==> src/rtl/axis_video_pattern_gen.sv <==
// -----------------------------------------------------------------------------
// axis_video_pattern_gen
//
// AXI-Stream RGB565 test-pattern source for the VGA output path. Emits frames
// of H_RES x V_RES pixels: TUSER marks pixel (0,0), TLAST marks the last pixel
// of every line. Patterns: 0 colour bars, 1 checkerboard, 2 gradient,
// 3 solid colour. Pattern choice and solid colour are sampled only at a frame
// start, so a frame is never a mix of two patterns.
//
// Optional build macro: AXIS_PATTERN_SCROLL_EN
//   When defined, the x used for colour computation is
//   (x + frame_count[7:0]) mod H_RES, so the patterns scroll 1 px per frame.
//   TUSER/TLAST positions are unaffected. When undefined, patterns are static
//   and no scroll adder exists.
//
// Handshake: a beat transfers on a rising edge where m_axis_tvalid and
// m_axis_tready are both 1. While tvalid=1 and tready=0 the payload
// (tdata/tuser/tlast) is held; tvalid only falls after a transfer.
//
// Ports:
//   axi_clk        stream clock, rising edge
//   axi_rstn       asynchronous active-low reset
//   enable         run while high; a low level stops at the next frame end
//   pattern_sel    pattern select (latched at frame start)
//   solid_color    RGB565 colour for pattern 3 (latched at frame start)
//   m_axis_tdata   RGB565 pixel
//   m_axis_tuser   start of frame
//   m_axis_tlast   end of line
//   m_axis_tvalid  beat valid
//   m_axis_tready  sink ready
//   busy           frame in progress
//   frame_count    completed frames, wrapping
//   fsm_state      current FSM state (0 IDLE, 1 RUN) for observation
// -----------------------------------------------------------------------------
module axis_video_pattern_gen #(
    parameter int H_RES       = 640,
    parameter int V_RES       = 480,
    parameter int CHECK_SHIFT = 4
) (
    input  logic        axi_clk,
    input  logic        axi_rstn,
    input  logic        enable,
    input  logic [1:0]  pattern_sel,
    input  logic [15:0] solid_color,
    output logic [15:0] m_axis_tdata,
    output logic        m_axis_tuser,
    output logic        m_axis_tlast,
    output logic        m_axis_tvalid,
    input  logic        m_axis_tready,
    output logic        busy,
    output logic [15:0] frame_count,
    output logic [0:0]  fsm_state
);

    // Counters are at least 10 bits so the gradient slices are always valid.
    localparam int XW    = ($clog2(H_RES) > 10) ? $clog2(H_RES) : 10;
    localparam int YW    = ($clog2(V_RES) > 10) ? $clog2(V_RES) : 10;
    localparam int BAR_W = H_RES / 8;
    localparam int BW    = ($clog2(BAR_W) > 1) ? $clog2(BAR_W) : 1;

    localparam logic [XW-1:0] X_LAST   = XW'(H_RES - 1);
    localparam logic [YW-1:0] Y_LAST   = YW'(V_RES - 1);
    localparam logic [BW-1:0] BAR_LAST = BW'(BAR_W - 1);

    localparam logic [0:0] ST_IDLE = 1'b0;
    localparam logic [0:0] ST_RUN  = 1'b1;

    logic [0:0]    state;
    logic [XW-1:0] x;
    logic [YW-1:0] y;
    logic [BW-1:0] bar_cnt;
    logic [2:0]    bar_idx;
    logic [1:0]    pat_q;
    logic [15:0]   solid_q;

    logic xfer, last_pix, start, advance, stop;

    // Coordinates / settings of the pixel that will be presented next.
    logic [XW-1:0] ld_x;
    logic [YW-1:0] ld_y;
    logic [BW-1:0] ld_cnt;
    logic [2:0]    ld_idx;
    logic [1:0]    ld_pat;
    logic [15:0]   ld_solid;

    // Colour-space x and bar index (differ from ld_x/ld_idx only when scrolling).
    logic [XW-1:0] x_col;
    logic [2:0]    col_idx;
    logic [15:0]   pix_data;

    assign fsm_state = state;

    assign xfer     = (state == ST_RUN) && m_axis_tvalid && m_axis_tready;
    assign last_pix = (x == X_LAST) && (y == Y_LAST);
    // A new frame starts from IDLE, or back-to-back after the last pixel.
    assign start    = ((state == ST_IDLE) && enable) || (xfer && last_pix && enable);
    assign advance  = xfer && !last_pix;
    assign stop     = xfer && last_pix && !enable;

    always_comb begin
        ld_x     = '0;
        ld_y     = '0;
        ld_cnt   = '0;
        ld_idx   = '0;
        ld_pat   = pattern_sel;
        ld_solid = solid_color;
        if (!start) begin
            ld_pat   = pat_q;
            ld_solid = solid_q;
            if (x == X_LAST) begin
                // Line wrap: x and bar state restart, y steps down.
                ld_y = y + YW'(1);
            end else begin
                ld_x = x + XW'(1);
                ld_y = y;
                if (bar_cnt == BAR_LAST) begin
                    ld_cnt = '0;
                    // Saturate so the last bar absorbs the H_RES % 8 remainder.
                    ld_idx = (bar_idx == 3'd7) ? 3'd7 : bar_idx + 3'd1;
                end else begin
                    ld_cnt = bar_cnt + BW'(1);
                    ld_idx = bar_idx;
                end
            end
        end
    end

`ifdef AXIS_PATTERN_SCROLL_EN
    // scroll_q tracks frame_count[7:0] mod H_RES incrementally, which keeps
    // the wrap to one compare/subtract on x + offset.
    logic [XW-1:0] scroll_q;
    logic [XW-1:0] scroll_nxt;
    logic [XW-1:0] ld_off;
    logic [XW:0]   x_sum;

    always_comb begin
        if (frame_count[7:0] == 8'hFF) begin
            scroll_nxt = '0;
        end else if (scroll_q == X_LAST) begin
            scroll_nxt = '0;
        end else begin
            scroll_nxt = scroll_q + XW'(1);
        end
    end

    // The frame that starts on the last-pixel edge sees the incremented count.
    assign ld_off = (xfer && last_pix) ? scroll_nxt : scroll_q;
    assign x_sum  = {1'b0, ld_x} + {1'b0, ld_off};

    always_comb begin
        if (x_sum >= (XW+1)'(H_RES)) begin
            x_col = XW'(x_sum - (XW+1)'(H_RES));
        end else begin
            x_col = x_sum[XW-1:0];
        end
        col_idx = 3'd0;
        for (int k = 1; k < 8; k++) begin
            if (x_col >= XW'(k * BAR_W)) begin
                col_idx = 3'(k);
            end
        end
    end

    always_ff @(posedge axi_clk or negedge axi_rstn) begin
        if (!axi_rstn) begin
            scroll_q <= '0;
        end else if (xfer && last_pix) begin
            scroll_q <= scroll_nxt;
        end
    end
`else
    assign x_col   = ld_x;
    assign col_idx = ld_idx;
`endif

    always_comb begin
        logic [XW-1:0] x_sh;
        logic [YW-1:0] y_sh;
        x_sh     = x_col >> CHECK_SHIFT;
        y_sh     = ld_y >> CHECK_SHIFT;
        pix_data = 16'h0000;
        case (ld_pat)
            2'd0: begin
                case (col_idx)
                    3'd0:    pix_data = 16'hFFFF; // white
                    3'd1:    pix_data = 16'hFFE0; // yellow
                    3'd2:    pix_data = 16'h07FF; // cyan
                    3'd3:    pix_data = 16'h07E0; // green
                    3'd4:    pix_data = 16'hF81F; // magenta
                    3'd5:    pix_data = 16'hF800; // red
                    3'd6:    pix_data = 16'h001F; // blue
                    default: pix_data = 16'h0000; // black
                endcase
            end
            2'd1:    pix_data = (x_sh[0] ^ y_sh[0]) ? 16'hFFFF : 16'h0000;
            2'd2:    pix_data = {x_col[9:5], ld_y[8:3], x_col[4:0]};
            default: pix_data = ld_solid;
        endcase
    end

    always_ff @(posedge axi_clk or negedge axi_rstn) begin
        if (!axi_rstn) begin
            state         <= ST_IDLE;
            x             <= '0;
            y             <= '0;
            bar_cnt       <= '0;
            bar_idx       <= '0;
            pat_q         <= '0;
            solid_q       <= '0;
            m_axis_tdata  <= '0;
            m_axis_tuser  <= 1'b0;
            m_axis_tlast  <= 1'b0;
            m_axis_tvalid <= 1'b0;
            busy          <= 1'b0;
            frame_count   <= '0;
        end else begin
            if (start || advance) begin
                state         <= ST_RUN;
                m_axis_tvalid <= 1'b1;
                busy          <= 1'b1;
                x             <= ld_x;
                y             <= ld_y;
                bar_cnt       <= ld_cnt;
                bar_idx       <= ld_idx;
                pat_q         <= ld_pat;
                solid_q       <= ld_solid;
                m_axis_tdata  <= pix_data;
                m_axis_tuser  <= start;
                m_axis_tlast  <= (ld_x == X_LAST);
            end else if (stop) begin
                state         <= ST_IDLE;
                m_axis_tvalid <= 1'b0;
                busy          <= 1'b0;
                m_axis_tuser  <= 1'b0;
                m_axis_tlast  <= 1'b0;
            end
            if (xfer && last_pix) begin
                frame_count <= frame_count + 16'd1;
            end
        end
    end

endmodule

==> config.mk <==
export PLATFORM = sky130hd
export DESIGN_NAME = axis_video_pattern_gen
export DESIGN_NICKNAME = d
export VERILOG_FILES = /design/src/rtl/axis_video_pattern_gen.sv
export SDC_FILE = /design/constraint.sdc
export NUM_CORES = 1
export LEC_CHECK = 0
export ABC_CLOCK_PERIOD_IN_PS = 8490
export CORE_ASPECT_RATIO = 0.6
export CORE_MARGIN = 10
export CORE_UTILIZATION = 50
export CTS_BUF_LIST = sky130_fd_sc_hd__clkbuf_4 sky130_fd_sc_hd__clkbuf_8
export CTS_CLUSTER_SIZE = 16
export DETAILED_ROUTE_END_ITERATION = 12
export HOLD_SLACK_MARGIN = 0.15
export PLACE_DENSITY = 0.82
export SYNTH_ARGS = -nofsm -noshare
export SYNTH_HDL_FRONTEND = slang
export SYNTH_SLANG_ARGS = --single-unit
==> constraint.sdc <==
create_clock -name axi_clk -period 8.49 [get_ports axi_clk]
set_input_delay 1.2735 -clock axi_clk [delete_from_list [all_inputs] [get_ports axi_clk]]
set_output_delay 1.2735 -clock axi_clk [all_outputs]
set_load 0.02 [all_outputs]
==> results.cfg <==
[outcome]
status = finished, final reports clean

[yosys]
syn_area_per_cell_um2 = 9.113
synth_seq_area_share_pct = 48.59
yosys-top-cells-area = dfrtp_1 (49%), nand2_1 (9.8%), o21ai_0 (4.4%), nor2_1 (3.5%), a221oi_1 (3.3%)
netlist_area_mm2 = 0.004274
ys.flop_type = dfrtp_1
syn_inst = 469
ys_warn_count = 0
yosys_register_bits = 83
synth_cell_types = 48
synth-edff-count = 0
async_reset_ff_share_pct = 100.0
syn-num-nets = 496
yosysTopAreaCell = dfrtp_1
synth_top_cell_area_share_pct = 48.59

[timing]
clock_skew_ns = 0.01505
worst_pin_slew_ns = 1.045
drv_slew = 0
post-route-min-period_ns = 3.603
slew-limit-headroom_pct = 30.35
post-route-period-util_pct = 42.44
fmax_mhz = 277.6
finalSetupTns_ns = 0
hold_slack_ns = 0.4788
hold_viol = 0
setup_viol = 0
rsz0062_at_grt = false

[worst_setup_path]
critPathCaptureType = register
cp_max_fo = 23
cp.required_ns = 8.71
crit_slowest_cell = o31a_1
crit_chain = clkdlybuf4s50_1, nand2b_1, o31a_1, nand3_2, o22ai_1, a221oi_1
critPathMaxStageDelay_ns = 0.85
critical_path_buf_inv_count = 1
critPathArrivalTime_ns = 3.83
worst_setup_path_start_kind = primary input
crit_type = primary input to register
crit_family = compound AO/OA/AOI/OAI gates

[pwr]
pwr-share-seq_pct = 44.1
p_clk_share_pct = 24.0
powerDensity_mw_per_mm2 = 249.4
power.leakage_nw = 2.215
p_sw_share_pct = 36.15
ir_worst_vdd_uv = 163.6
p_int_mw = 0.8151
switchingPower_mw = 0.4615
p_comb_share_pct = 32.0

[die]
dieHeight_um = 91.62
die_area_mm2 = 0.01277
boundaryPins = 59
core-area_mm2 = 0.008426
die_w_um = 139.4
core.rowCount = 26
start_util_pct = 50.73

[finish]
final_common_cell = nand2_1
multi_input_area_mm2 = 0.002067
num_antenna_cells = 0
nFillCells = 701
drive_above_1_share_pct = 6.501
areaGrowthSynthToFinish_pct = 19.76
fin_nets = 546
mostFrequentLayoutCells = nand2_1 (112), dfrtp_1 (83), clkdlybuf4s50_1 (57)
register_area_mm2 = 0.002077

[placement]
gp_congestion = 0.8757
post-dp-hpwl_mm = 8.040
port_buffers = 58

[route]
drt_iter0_drc = 417
via_per_inst = 5.909
firstDrtPassIters = 7
remaining_drc_errors = 0
avgRoutedWirePerCell_um = 17.74
via_count = 3752
postRouteAntennaNets = 0
drt-total-wl_mm = 11.26

[cts]
cts_setup_buffers = 0
cts_buffers = 9
clk_latency_ns = 0.37
cts.clk_slew.worst_paths_ns = 0.09
cts_tree = yes
clock_sinks = 83
htreeDepth = 3
ctsResizeCount = 0
cts_hold_buf = 0
cts_max_path_buffers = 2
cts-root-buf = clkbuf_8

[global_routing]
antenna_found_initial = 0
grt_usage_pct = 17.38
grt_pass1_vias = 3615
grt_pass1_wl_mm = 18.55
grt_max_degree = 84
grt_overflow = 0

[min_path]
hold_class = register to register

[run]
cap_violations = 0
-- layout make-up --
type,count,share of cell area [%]
repair buffers,63,12.03
multi-input cells,360,40.38
flip-flops and latches,83,40.58
well taps,112,2.738
clock inverters,3,0.9044
clock buffers,12,3.227
inverters,2,0.1467
-- worst register-to-register path, stage by stage (launching register included) --
cell and delay, ns:
dfrtp_1 0.43, ha_1 0.27, nand4_1 0.34, or4_4 0.71, o31ai_4 0.24, buf_4 0.35
mux2_2 0.44, a221oi_2 0.45, a221oi_1 0.15
-- logic make-up after synthesis --
logic type | share of synthesized area, %
flip-flops | 48.59
multiplexers | 0.7611
buffers and inverters | 3.162
XOR/XNOR | 5.943
AO/OA/AOI/OAI | 16.51
AND/OR/NAND/NOR | 23.56
adder cells (fa/ha/maj) | 1.464
-- cells in the mapped netlist, drive strengths merged (3+ instances only) --
cell and count:
nand4 4, o31ai 10, clkbuf 13, nor3 4, nor4 4, nor2b 4, o21ai 39, xor2 15
ha 5, nor3b 3, a21oi 9, nand3 22, a31oi 3, o22ai 16, a221oi 19, and3 7
and2 3, dfrtp 83, and4 3, nand2 112, nor2 40, or3 3, buf 11, nand2b 4
o31a 3, xnor2 14
-- flip-flops by register name, summed over array words and instances, names as in the netlist --
register	count
m_axis_tlast	1
x	10
solid_q	16
frame_count	16
y	10
bar_cnt	7
fsm_state	1
m_axis_tdata	16
pat_q	2
m_axis_tuser	1
bar_idx	3
-- layer usage --
metal | vias up | global-route usage [%] | wire (um) | share of wire [%]
met2 | 137 | 26.06 | 5038 | 45
met1 | 1843 | 24.26 | 5377 | 48
met5 | - | 0 | 0 | 0
li1 | 1758 | - | - | -
met3 | 14 | 4.737 | 763 | 6.8
met4 | 0 | 4.412 | 85 | 0.75
-- through the flow --
step                total power, mW  setup WS [ns]  instances  utilization (%)  area [um2]
floorplan                    0.7979          5.696        469                -        4274
global placement             0.9578          4.697        620            58.24        4907
detailed placement           0.9745          4.534        620            58.24        4907
CTS                           1.280          4.937        635            60.75        5119
global route                  1.344          4.670        635            60.75        5119
finish                        1.277          4.887        635            60.75        5119
-- worst paths after layout --
path	cells after the start	end	from	slack [ns]
max	6	m_axis_tdata[1]	enable	4.89
min	1	frame_count[15]	frame_count[15]	0.48
max reg2reg	8	m_axis_tdata[14]	x[0]	4.96
min reg2reg	1	frame_count[15]	frame_count[15]	0.48
max in group asynchronous	1	m_axis_tdata[0]	axi_rstn	6.73
min in group asynchronous	1	y[9]	axi_rstn	1.07
-- power by group through the flow --
stage               registers [mW]  clock network (mW)  logic (mW)
CTS                          0.559               0.310       0.411
finish                       0.563               0.306       0.408
detailed placement           0.564                   0       0.411
global route                 0.572               0.323       0.449
floorplan                    0.591                   0       0.207
global placement             0.562                   0       0.396
No activity file was read; power rests on OpenSTA's default activity.
